==> config.mk <==
export PLATFORM = sky130hd
export DESIGN_NAME = cpu_seq_ctrl_flat
export DESIGN_NICKNAME = d
export VERILOG_FILES = /design/src/rtl/cpu_seq_ctrl_if.sv /design/src/rtl/cpu_seq_ctrl.sv /design/src/flat_wrapper.sv
export SDC_FILE = /design/constraint.sdc
export NUM_CORES = 1
export LEC_CHECK = 0
export BUFFER_PORTS_ARGS = -buffer_cell sky130_fd_sc_hd__buf_2
export CORE_MARGIN = 3
export CORE_UTILIZATION = 34
export CTS_CLUSTER_SIZE = 8
export DETAILED_ROUTE_END_ITERATION = 10
export REMOVE_ABC_BUFFERS = 1
export SYNTH_ARGS = -nofsm -noshare
export SYNTH_HDL_FRONTEND = slang
export SYNTH_SLANG_ARGS = --single-unit
export TNS_END_PERCENT = 100
==> constraint.sdc <==
create_clock -name clk -period 3 [get_ports clk]
set_clock_uncertainty 0.1 [all_clocks]
set_input_delay 0 -clock clk [delete_from_list [all_inputs] [get_ports clk]]
set_output_delay 0 -clock clk [all_outputs]
set_load 0.01 [all_outputs]
==> src/rtl/cpu_seq_ctrl_if.sv <==
// rtl/cpu_seq_ctrl_if.sv - instruction fetch and register-file port bundle for cpu_seq_ctrl
interface cpu_seq_ctrl_if;
    logic        imem_req;
    logic        imem_ready;
    logic [31:0] imem_rdata;
    logic [4:0]  rf_rs1;
    logic [4:0]  rf_rs2;
    logic [31:0] rf_rd1;
    logic [31:0] rf_rd2;
    logic [4:0]  rf_rd;
    logic [31:0] rf_wd;
    logic        rf_we;

    modport master (
        output imem_req, rf_rs1, rf_rs2, rf_rd, rf_wd, rf_we,
        input  imem_ready, imem_rdata, rf_rd1, rf_rd2
    );

    modport slave (
        input  imem_req, rf_rs1, rf_rs2, rf_rd, rf_wd, rf_we,
        output imem_ready, imem_rdata, rf_rd1, rf_rd2
    );
endinterface

==> src/rtl/cpu_seq_ctrl.sv <==
// rtl/cpu_seq_ctrl.sv - multi-cycle RV32I sequencer executing ADDI/ADD, halting on anything else
module cpu_seq_ctrl #(
    parameter logic [31:0] RESET_PC = 32'h0000_0000
) (
    input  logic                 clk,
    input  logic                 reset,
    input  logic                 run,
    input  logic                 step,
    cpu_seq_ctrl_if.master       bus,
    output logic [31:0]          pc,
    output logic [31:0]          ir,
    output logic                 busy,
    output logic                 halted,
    output logic [31:0]          retired
);

    typedef enum logic [2:0] {
        S_IDLE   = 3'd0,
        S_FETCH  = 3'd1,
        S_DECODE = 3'd2,
        S_EXEC   = 3'd3,
        S_WB     = 3'd4,
        S_HALT   = 3'd5
    } state_t;

    state_t      state;
    state_t      state_next;
    logic [31:0] op_a;
    logic [31:0] op_b;
    logic [31:0] result;

    logic is_addi;
    logic is_add;
    logic legal;

    assign is_addi = (ir[6:0] == 7'b0010011) && (ir[14:12] == 3'b000);
    assign is_add  = (ir[6:0] == 7'b0110011) && (ir[14:12] == 3'b000) &&
                     (ir[31:25] == 7'b0000000);
    assign legal   = is_addi || is_add;

    assign bus.rf_rs1 = ir[19:15];
    assign bus.rf_rs2 = ir[24:20];
    assign bus.rf_rd  = ir[11:7];
    assign bus.rf_wd  = result;

    // Write enable is gated by reset so a reset landing in WB abandons the write.
    assign bus.rf_we    = (state == S_WB) && (ir[11:7] != 5'd0) && reset;
    assign bus.imem_req = (state == S_FETCH);
    assign busy         = (state == S_FETCH) || (state == S_DECODE) ||
                          (state == S_EXEC)  || (state == S_WB);
    assign halted       = (state == S_HALT);

    always_comb begin
        state_next = state;
        case (state)
            S_IDLE:   if (run || step) state_next = S_FETCH;
            S_FETCH:  if (bus.imem_ready) state_next = S_DECODE;
            S_DECODE: state_next = legal ? S_EXEC : S_HALT;
            S_EXEC:   state_next = S_WB;
            S_WB:     state_next = run ? S_FETCH : S_IDLE;
            S_HALT:   state_next = S_HALT;
            default:  state_next = S_IDLE;
        endcase
    end

    always_ff @(posedge clk) begin
        if (!reset) begin
            state   <= S_IDLE;
            pc      <= RESET_PC;
            ir      <= 32'd0;
            op_a    <= 32'd0;
            op_b    <= 32'd0;
            result  <= 32'd0;
            retired <= 32'd0;
        end else begin
            state <= state_next;
            case (state)
                S_FETCH: if (bus.imem_ready) ir <= bus.imem_rdata;
                S_DECODE: if (legal) begin
                    op_a <= bus.rf_rd1;
                    op_b <= is_add ? bus.rf_rd2 : {{20{ir[31]}}, ir[31:20]};
                end
                S_EXEC: result <= op_a + op_b;
                S_WB: begin
                    pc      <= pc + 32'd4;
                    retired <= retired + 32'd1;
                end
                default: ;
            endcase
        end
    end

endmodule
==> src/flat_wrapper.sv <==
// flat-port wrapper written by rule: the top's interface ports become plain ports
module cpu_seq_ctrl_flat 
#(
    parameter logic [31:0] RESET_PC = 32'h0000_0000
)
  (clk, reset, run, step, pc, ir, busy, halted, retired, bus_imem_req, bus_rf_rs1, bus_rf_rs2, bus_rf_rd, bus_rf_wd, bus_rf_we, bus_imem_ready, bus_imem_rdata, bus_rf_rd1, bus_rf_rd2);
  cpu_seq_ctrl_if bus_i ();
  input  logic clk;
  input  logic reset;
  input  logic run;
  input  logic step;
  output logic [31:0] pc;
  output logic [31:0] ir;
  output logic busy;
  output logic halted;
  output logic [31:0] retired;
  output wire logic [$bits(bus_i.imem_req)-1:0] bus_imem_req;
  output wire logic [$bits(bus_i.rf_rs1)-1:0] bus_rf_rs1;
  output wire logic [$bits(bus_i.rf_rs2)-1:0] bus_rf_rs2;
  output wire logic [$bits(bus_i.rf_rd)-1:0] bus_rf_rd;
  output wire logic [$bits(bus_i.rf_wd)-1:0] bus_rf_wd;
  output wire logic [$bits(bus_i.rf_we)-1:0] bus_rf_we;
  input wire logic [$bits(bus_i.imem_ready)-1:0] bus_imem_ready;
  input wire logic [$bits(bus_i.imem_rdata)-1:0] bus_imem_rdata;
  input wire logic [$bits(bus_i.rf_rd1)-1:0] bus_rf_rd1;
  input wire logic [$bits(bus_i.rf_rd2)-1:0] bus_rf_rd2;
  assign bus_imem_req = bus_i.imem_req;
  assign bus_rf_rs1 = bus_i.rf_rs1;
  assign bus_rf_rs2 = bus_i.rf_rs2;
  assign bus_rf_rd = bus_i.rf_rd;
  assign bus_rf_wd = bus_i.rf_wd;
  assign bus_rf_we = bus_i.rf_we;
  assign bus_i.imem_ready = bus_imem_ready;
  assign bus_i.imem_rdata = bus_imem_rdata;
  assign bus_i.rf_rd1 = bus_rf_rd1;
  assign bus_i.rf_rd2 = bus_rf_rd2;
  cpu_seq_ctrl #(.RESET_PC(RESET_PC)) u_core (.clk(clk), .reset(reset), .run(run), .step(step), .bus(bus_i), .pc(pc), .ir(ir), .busy(busy), .halted(halted), .retired(retired));
endmodule
==> run metrics <==
via count=9244; CP required=3220 ps; Reg power frac=0.487; Worst-Margin Slew=710 ps; clk slew on worst S/H paths=90 ps; crit-path cells=ha_1, nand2_1, nor3b_1, o21ai_1, a211oi_1, o21a_1, o21ai_0, a32o_1; final core utilization=0.467; I/O Pins=248; Hold Fails Final Rpt=0; nets=1611; largest area contributor in the netlist=dfxtp_1; Crit path largest cell delay=540 ps; cell with the most instances after synthesis=nand2_1; max cap viols=0; Net Sw Power=0.00141 W; initial antenna violation count=0; wire per inst=15.1 µm; drt first pass iters=4; status=finished, final reports clean; Synth async-reset ratio=0; Die Y=175 µm; CP bufs+invs=0; Inserted Diodes=0; P_leak=5.95 nW; clock network power share=0.439; Crit-path slowest cell=a211oi_1; WP data arrival=3040 ps; Cell Pwr Density=410 nW/µm²; Synth Instances=1157; Detail Placement HPWL=19500 µm; fmax=355 MHz; Synth warnings=0; period utilization=0.940; post-route ant nets=0; first-pass GRT wire length=46200 µm; Worst Hold Class=input pin to register; core area=28000 µm²; FP Rows=61; CTS root buffer=clkbuf_16; clock buffer depth=2; port buffer count=245; largest net degree at the start of global routing=163; relative slew slack=0.526; final period demand of the worst path=2820 ps; delay-heaviest family, CP=compound AO/OA/AOI/OAI gates; total clock sinks=193; Slew Limit Fails=0; Primary FF master, synth=dfxtp_1; cell total after placement=1714; GR Util met3=0.0309; Critical path origin=u_core.op_a[3]; syn avg cell area=8.43 µm²; Critical Path Source Type=register; met1 Track Usage GR=0.244; CP endpoint kind=register; area grow syn2layout=34.1%; Seq/Total Area, Yosys=0.396; insertion delay to the later sink of the worst-skew pair=440 ps; GR Util met2=0.305; Sw Ratio=0.263; Starting Density=0.348; mapped cell area=9750 µm²; Comb power frac=0.074; Setup-failing EPs final=0; Seq cells post-synth=193; Peak VDD IR=0.000351 V; Vias/cell=4.95; routability congestion estimate=0.873; busiest grt layer=met2; Total GRT Usage=0.182; overall routed net length=28300 µm; Internal=0.00395 W; number of synthesized flops with an enable pin=0; GRT overflow=0; Max FO, Critical Path=6; layout cell share with drive strength beyond 1=0.211; CTS buffer count=17; die area=30700 µm²; fin cells=1867; vias in the first global route=9094; critical path type=register to register; post-layout power=0.00536 W; hold_sp=reset; DR iter-0 viols=513; Yosys cell types=67; CTS tree=yes; DR DRC count=0; area share of the largest cell type after synthesis=0.396; Die X=175 µm; FF-to-FF Start=u_core.op_a[3]; unrepaired setup endpoints after global routing=no; htree depth=4; main area contributors after synthesis=dfxtp_1, nand2_1, a21boi_0; Post-synth top cells=nand2_1, dfxtp_1, a21boi_0
metrics by stage:
stage	hold slack, ps	worst slack (ps)	instance area (µm²)	setup TNS, ps
4_1_cts	42.5	86.1	13100	0
3_3_place_gp	152	216	11200	0
5_1_grt	86.5	14.3	13100	0
6_report	60.6	181	13100	0
2_1_floorplan	15.7	-2010	9360	-115630
3_5_place_dp	158	199	11200	0
routing by layer:
metal / routed length (µm) / up-vias
li1: - / 4653
met5: 0 / -
met2: 13200 / 242
met1: 13200 / 4321
met3: 1360 / 28
met4: 508 / 0
sequential cells by signal, indices dropped and copies added, names as in the netlist:
signal,count
u_core.op_a,32
u_core.pc,30
u_core.bus.rf_wd,32
u_core.state,3
u_core.op_b,32
u_core.retired,32
u_core.ir,32
kinds of logic (layout without fill, tap and decap cells):
group	after synthesis	count (layout)	synth area share
simple gates	486	486	0.248
compound gates	274	274	0.197
flops	193	193	0.396
buf+inv	91	422	0.0430
xor+xnor	70	70	0.0629
fa+ha+maj	34	34	0.0444
mux	8	8	0.00821
other cells	1	2	0.000385
cell type report:
type / instances / area [µm²]
clock inverter: 15 / 196
inverter: 7 / 26.3
tap: 378 / 473
timing repair buffer: 383 / 2590
multi-input combinational: 874 / 5500
sequential: 193 / 3860
clock buffer: 17 / 425
fill: 2751 / 14900
layout by cell type, fill, tap and decap left out, types with 4 or more instances in the layout:
cell and n:
clkinv_8 6, or3_1 14, nor2b_1 13, nand4_1 20
nor3_1 14, xor2_1 22, o211a_1 29, nor3b_1 4
nand2_1 235, a21oi_1 58, xnor2_1 48, nand3_1 32
dlygate4sd3_1 120, a31oi_1 5, a21boi_0 76, nand2b_1 4
and4_1 9, a21o_1 11, and2_1 69, buf_4 17
clkbuf_16 17, dfxtp_1 193, nor2_1 27, ha_1 33
o21ai_0 43, and3_1 17, o21a_1 9, buf_2 244
inv_1 7, o31ai_1 4, a32o_1 5, mux2i_1 8
a211oi_1 4
what timing repair did:
action | 4_1_cts | 5_1_grt
setup endpoints to repair | 0 | 12
hold buffers | 120 | 0
resized for setup | 0 | 2
buffers inserted | 0 | 1
hold endpoints to repair | 98 | 0
power groups by stage:
| stage | combinational, W | clock [W] | sequential (W) |
|---|---|---|---|
| after floorplan | 0.0000879 | 0 | 0.00269 |
| after global placement | 0.000286 | 0 | 0.00267 |
| after detailed placement | 0.000286 | 0 | 0.00267 |
| after CTS | 0.000396 | 0.00243 | 0.00261 |
| after global routing | 0.000435 | 0.00253 | 0.00261 |
| final | 0.000395 | 0.00235 | 0.00261 |
worst paths after layout:
path                               end  slack (ps)  cells after the start
setup / recovery  u_core.bus.rf_wd[19]         180                      8
hold / removal    u_core.bus.rf_wd[25]          60                      4
setup reg to reg  u_core.bus.rf_wd[19]         180                      8
hold reg to reg   u_core.bus.rf_wd[16]         370                      2
worst register-to-register path, delay by kind of cell, from the launching register on:
family | cells | cell delay, ps
simple gates | 2 | 480
compound gates | 5 | 1430
fa+ha+maj | 1 | 350
flops | 1 | 330
Note: power is estimated with default switching activity, not from simulation.
